$ cat src/rtl/debounce_pkg.sv
// Shared definitions for the pushbutton debouncer and its pulse generator.
// Latency: n/a (types only).
// Backpressure: n/a (types only).
package debounce_pkg;

    // Debouncer FSM state codes; the encoding is fixed so that the codes
    // are stable when probed from outside the block.
    typedef enum logic [2:0] {
        S_IDLE  = 3'd0,  // button released and debounced
        S_DB_HI = 3'd1,  // press seen, waiting for it to stay stable
        S_HELD  = 3'd2,  // press accepted, waiting for first repeat
        S_RPT   = 3'd3,  // auto-repeating at the repeat period
        S_DB_LO = 3'd4   // release seen, waiting for it to stay stable
    } state_t;

endpackage

$ cat src/rtl/sync_2ff.sv
// Two-flop synchronizer for one asynchronous input bit.
// Latency: 2 clk cycles from input change to o_q.
// Backpressure: none; samples every cycle.
module sync_2ff (
    input  logic clk,
    input  logic reset,
    input  logic i_d,
    output logic o_q
);

    logic r_meta;
    logic r_sync;

    // First flop may go metastable; the second gives it a full cycle to settle.
    always_ff @(posedge clk or posedge reset) begin
        if (reset) begin
            r_meta <= 1'b0;
            r_sync <= 1'b0;
        end else begin
            r_meta <= i_d;
            r_sync <= r_meta;
        end
    end

    assign o_q = r_sync;

endmodule

$ cat src/rtl/debounce_pulse.sv
// Debounces a raw pushbutton into a level and one-cycle press/repeat pulses.
// Latency: pulse_out rises DB_TICKS+2 cycles after btn_in is sampled high and stays stable.
// Backpressure: none; pulses are fire-and-forget and never back-to-back.
module debounce_pulse
    import debounce_pkg::*;
#(
    parameter int DB_TICKS   = 1_000_000,
    parameter int RPT_DELAY  = 50_000_000,
    parameter int RPT_PERIOD = 10_000_000,
    parameter int CW         = 26
) (
    input  logic clk,
    input  logic reset,
    input  logic btn_in,
    input  logic rpt_en,
    output logic pulse_out,
    output logic level_out
);

    // Terminal counts; each state leaves or fires when its count is reached,
    // so the counter never needs to go past the largest of these.
    localparam logic [CW-1:0] DB_LIM  = CW'(DB_TICKS - 1);
    localparam logic [CW-1:0] DLY_LIM = CW'(RPT_DELAY - 1);
    localparam logic [CW-1:0] PER_LIM = CW'(RPT_PERIOD - 1);

    logic            w_sync_in;
    state_t          r_state;
    logic [CW-1:0]   r_cnt;
    logic            r_pulse;
    logic            r_level;

    sync_2ff u_sync (
        .clk   (clk),
        .reset (reset),
        .i_d   (btn_in),
        .o_q   (w_sync_in)
    );

    // Debounce / auto-repeat FSM; one shared counter, cleared on every state
    // change. Release and repeat-disable are checked before any pulse-due
    // condition so they win when they coincide with it.
    always_ff @(posedge clk or posedge reset) begin
        if (reset) begin
            r_state <= S_IDLE;
            r_cnt   <= '0;
            r_pulse <= 1'b0;
            r_level <= 1'b0;
        end else begin
            r_pulse <= 1'b0;
            case (r_state)
                S_IDLE: begin
                    if (w_sync_in) begin
                        r_state <= S_DB_HI;
                        r_cnt   <= '0;
                    end
                end
                S_DB_HI: begin
                    if (!w_sync_in) begin
                        r_state <= S_IDLE;
                        r_cnt   <= '0;
                    end else if (r_cnt == DB_LIM) begin
                        r_state <= S_HELD;
                        r_cnt   <= '0;
                        r_level <= 1'b1;
                        r_pulse <= 1'b1;
                    end else begin
                        r_cnt <= r_cnt + 1'b1;
                    end
                end
                S_HELD: begin
                    if (!w_sync_in) begin
                        r_state <= S_DB_LO;
                        r_cnt   <= '0;
                    end else if (!rpt_en) begin
                        // Repeat disabled: park the delay at its start.
                        r_cnt <= '0;
                    end else if (r_cnt == DLY_LIM) begin
                        r_state <= S_RPT;
                        r_cnt   <= '0;
                        r_pulse <= 1'b1;
                    end else begin
                        r_cnt <= r_cnt + 1'b1;
                    end
                end
                S_RPT: begin
                    if (!w_sync_in) begin
                        r_state <= S_DB_LO;
                        r_cnt   <= '0;
                    end else if (!rpt_en) begin
                        r_state <= S_HELD;
                        r_cnt   <= '0;
                    end else if (r_cnt == PER_LIM) begin
                        r_cnt   <= '0;
                        r_pulse <= 1'b1;
                    end else begin
                        r_cnt <= r_cnt + 1'b1;
                    end
                end
                S_DB_LO: begin
                    if (w_sync_in) begin
                        // Release bounce: back to held without a new press pulse.
                        r_state <= S_HELD;
                        r_cnt   <= '0;
                    end else if (r_cnt == DB_LIM) begin
                        r_state <= S_IDLE;
                        r_cnt   <= '0;
                        r_level <= 1'b0;
                    end else begin
                        r_cnt <= r_cnt + 1'b1;
                    end
                end
                default: begin
                    r_state <= S_IDLE;
                    r_cnt   <= '0;
                    r_level <= 1'b0;
                end
            endcase
        end
    end

    assign pulse_out = r_pulse;
    assign level_out = r_level;

endmodule

$ cat config.mk
export PLATFORM = sky130hd
export DESIGN_NAME = debounce_pulse
export DESIGN_NICKNAME = d
export VERILOG_FILES = /design/src/rtl/debounce_pkg.sv /design/src/rtl/sync_2ff.sv /design/src/rtl/debounce_pulse.sv
export SDC_FILE = /design/constraint.sdc
export NUM_CORES = 1
export LEC_CHECK = 0
export BUFFER_PORTS_ARGS = -buffer_cell sky130_fd_sc_hd__buf_2
export CORE_MARGIN = 2
export CORE_UTILIZATION = 52
export DETAILED_ROUTE_END_ITERATION = 8
export PLACE_DENSITY = 0.66
export SYNTH_ARGS = -nofsm -noshare
export SYNTH_HDL_FRONTEND = slang
export SYNTH_SLANG_ARGS = --single-unit
$ cat constraint.sdc
create_clock -name clk -period 3 [get_ports clk]
set_clock_uncertainty 0.05 [all_clocks]
set_input_delay 0 -clock clk [delete_from_list [all_inputs] [get_ports clk]]
set_output_delay 0 -clock clk [all_outputs]
set_load 0.02 [all_outputs]
==> impl_metrics.csv <==
group,metric,value,unit
critical_path,cp.buffers_inverters,1,
critical_path,critPathKind,"flip-flop to flip-flop",
yosys,netlist_area,1980,µm²
clock_network,clkTransAtPathRegs,0.07,ns
yosys,ys_seq_area_share,41.6,%
route,topRoutingLayerUsed,"met4",
yosys,synth-edff-count,0,
critical_path,cp_cell_sequence,"or4b_1, or4_4, nor3_4, o22ai_2, buf_4, o221ai_1, o31ai_1",
floorplanning,die_y,65.8,µm
power,p_per_area,422,nW/µm²
yosys,ys_ff_latch,33,
critical_path,max_stage_delay,0.54,ns
floorplanning,num_rows,22,
status,outcome,"completed",
finish,diodes,0,
critical_path,rrSetupSlack,0.33,ns
route,wl_met3,343,µm
critical_path,regToRegStartpoint,"r_cnt[10]",
clock_network,cts_tree,"done",
yosys,synth_most_common_cell,"dfrtp_1",
finish,syn_to_final_growth,10.3,%
route,drtPass1Iterations,4,
power,ir_worst_vdd,0.323,mV
yosys,synth_warnings,0,
yosys,synth_commonest_cells,"dfrtp_1 (33), nand2_1 (24), nor3_1 (23), o21ai_0 (17), nor2_1 (14)",
yosys,synthArstFlopShare,100,%
global_route,grt_pass1_vias,1812,
floorplanning,pin_count,6,
global_route,grt_pass1_wl,8380,µm
critical_path,worstPathArrival,2.78,ns
critical_path,worstSetupStartpointType,"flip-flop",
sta,relSlewSlack,59.4,%
yosys,synth_top_area_share,41.6,%
yosys,ys_types,45,
finish,drive_gt1_share,12.2,%
yosys,avgSynthCellArea,8.74,µm²
place,dpl-instance-area,2060,µm²
finish,nNetsFinal,241,
sta,fin_crit,2.67,ns
run,maxCapViolations,0,
route,route.met2.wl,2310,µm
route,drt_wl_total,4890,µm
critical_path,critPathSlowestCell,"or4b_1",
place,place_ws,0.342,ns
place,gp_congestion,0.889,
yosys,post-synth-top-area-cell,"dfrtp_1",
floorplanning,die_width,65.8,µm
finish,final_area,2190,µm²
yosys,synth_area_leaders,"dfrtp_1 (42%), nor3_1 (5.8%), nand2_1 (4.5%)",
clock_network,post_cts_buffers,0,
global_route,antenna_found_initial,0,
route,routed_via_density,6.34,
sta,setup_viol,0,
critical_path,crit_required,3.11,ns
route,met1Wirelength,2180,µm
route,drc_errors,0,
yosys,synthesis.nets,232,
route,vias,1808,
critical_path,reg2regPathDepth,7,
place,io_buffers,5,
yosys,synthFlopType,"dfrtp_1",
sta,worst_slew_pin_slew,0.609,ns
sta,worst_slack,0.330,ns
clock_network,cts_buffer_depth,2,
sta,fin_tns_setup,0,ns
clock_network,cts_resized,0,
critical_path,crit_family,"simple AND/OR/NAND/NOR gates",
yosys,synthCells,227,
route,avgRoutedWirePerCell,17.2,µm
critical_path,r2r_end,"r_cnt[17]",
clock_network,clockRootBuffer,"clkbuf_8",
hold_path,min_path_type,"input pin to asynchronous set/reset pin",
global_route,grt_use_total,25.4,%
critical_path,cp_max_fo,15,
place,dpl.hpwl,3450,µm
clock_network,htree_levels,2,
sta,rsz0062_at_grt,"false",
clock_network,clk_latency,0.29,ns
clock_network,clock_sinks,33,
global_route,grt_start_max_net_pins,34,
critical_path,endpoint_kind,"flip-flop",
floorplanning,die_area,4320,µm²
sta,whs,0.282,ns
sta,drv_slew,0,
floorplanning,core_area,3660,µm²
global_route,grt_overflow,0,
clock_network,cts_buffers,5,
floorplanning,initial_core_util,54.2,%
route,drt-initial-drc-count,223,
sta,min_period_over_period,89.0,%
sta,max_freq,374,MHz
sta,hold_viol,0,
route,ant_nets,0,
power,p_leak,0.827,nW
-- tightest hold or removal path, stage by stage --
cell	delay [ns]
dlygate4sd3_1	0.53
buf_2	0.12
inv_1	0.04
buf_4	0.37
-- area by class of cell --
cell class | instances | area, µm²
fill | 339 | 1470
multi-input combinational | 171 | 1050
sequential | 33 | 826
timing repair buffer | 16 | 115
clock buffer | 7 | 96.3
tap | 48 | 60.1
inverter | 9 | 33.8
clock inverter | 1 | 5.00
-- how the worst max path moves through the flow --
stage / to / cells past startpoint / startpoint
finish: r_cnt[17] / 7 / r_cnt[10]
global route: r_cnt[16] / 7 / r_cnt[10]
CTS: r_cnt[17] / 7 / r_cnt[10]
detailed placement: r_cnt[17] / 7 / r_cnt[10]
global placement: r_cnt[15] / 7 / r_cnt[10]
floorplan: r_cnt[16] / 8 / r_cnt[10]
-- where the power goes --
group          total, mW  leakage (nW)  switching, mW  internal (mW)
Combinational     0.0712         0.321         0.0441         0.0271
Sequential         0.476         0.452         0.0187          0.457
Clock              0.377        0.0542          0.169          0.207
Total              0.924         0.827          0.232          0.692
-- routing by layer --
layer / vias to the layer above / GRT usage, %
met5: - / 0
met4: 0 / 8.33
met3: 7 / 5.65
met2: 60 / 40.9
met1: 870 / 33.7
li1: 871 / -
-- stage by stage --
step / util [%] / instances / total power, mW
floorplan: - / 227 / 0.530
global placement: 56.2 / 274 / 0.549
detailed placement: 56.2 / 274 / 0.552
CTS: 59.8 / 285 / 0.927
global route: 59.8 / 285 / 0.958
finish: 59.8 / 285 / 0.924
-- placed cells by master (no fill, tap or decap), types with 2 or more instances in the layout --
| master | count |
|---|---|
| nand2b_1 | 2 |
| nor3_1 | 23 |
| o21ai_0 | 17 |
| dfrtp_1 | 33 |
| nand4_1 | 8 |
| o221ai_1 | 7 |
| a21oi_1 | 5 |
| o21a_1 | 3 |
| nand2_1 | 24 |
| o32ai_1 | 2 |
| and4b_1 | 2 |
| inv_1 | 9 |
| a22o_1 | 3 |
| nand4b_1 | 2 |
| mux2i_1 | 5 |
| o22ai_1 | 5 |
| o31ai_1 | 10 |
| nor2_1 | 14 |
| nor2b_1 | 2 |
| or3_1 | 2 |
| nand3_1 | 11 |
| buf_4 | 8 |
| or4_1 | 2 |
| nor4_1 | 2 |
| buf_2 | 5 |
| clkbuf_8 | 7 |
| xnor2_1 | 2 |
| dlygate4sd3_1 | 3 |
| and4_1 | 2 |
-- registers in the layout, summed over array words and instances, names as in the netlist --
signal         cells
u_sync.o_q         1
level_out          1
r_state            3
pulse_out          1
u_sync.r_meta      1
r_cnt             26
-- timing repair --
item / 4_1_cts / 5_1_grt
setup endpoints to repair: 0 / 0
hold endpoints to repair: 35 / 0
hold buffers: 3 / 0
-- logic make-up (layout without fill, tap and decap cells) --
group / after synthesis / after routing / synth area share (%)
AOI/OAI and AO/OA: 55 / 55 / 18.9
muxes: 5 / 5 / 2.52
buffers and inverters: 23 / 33 / 5.61
xor gates and xnor gates: 3 / 3 / 1.33
adders and majority gates: 1 / 1 / 0.631
DFF: 33 / 33 / 41.6
and+or+nand+nor: 107 / 107 / 29.3
(Power assumes the default switching activity.)
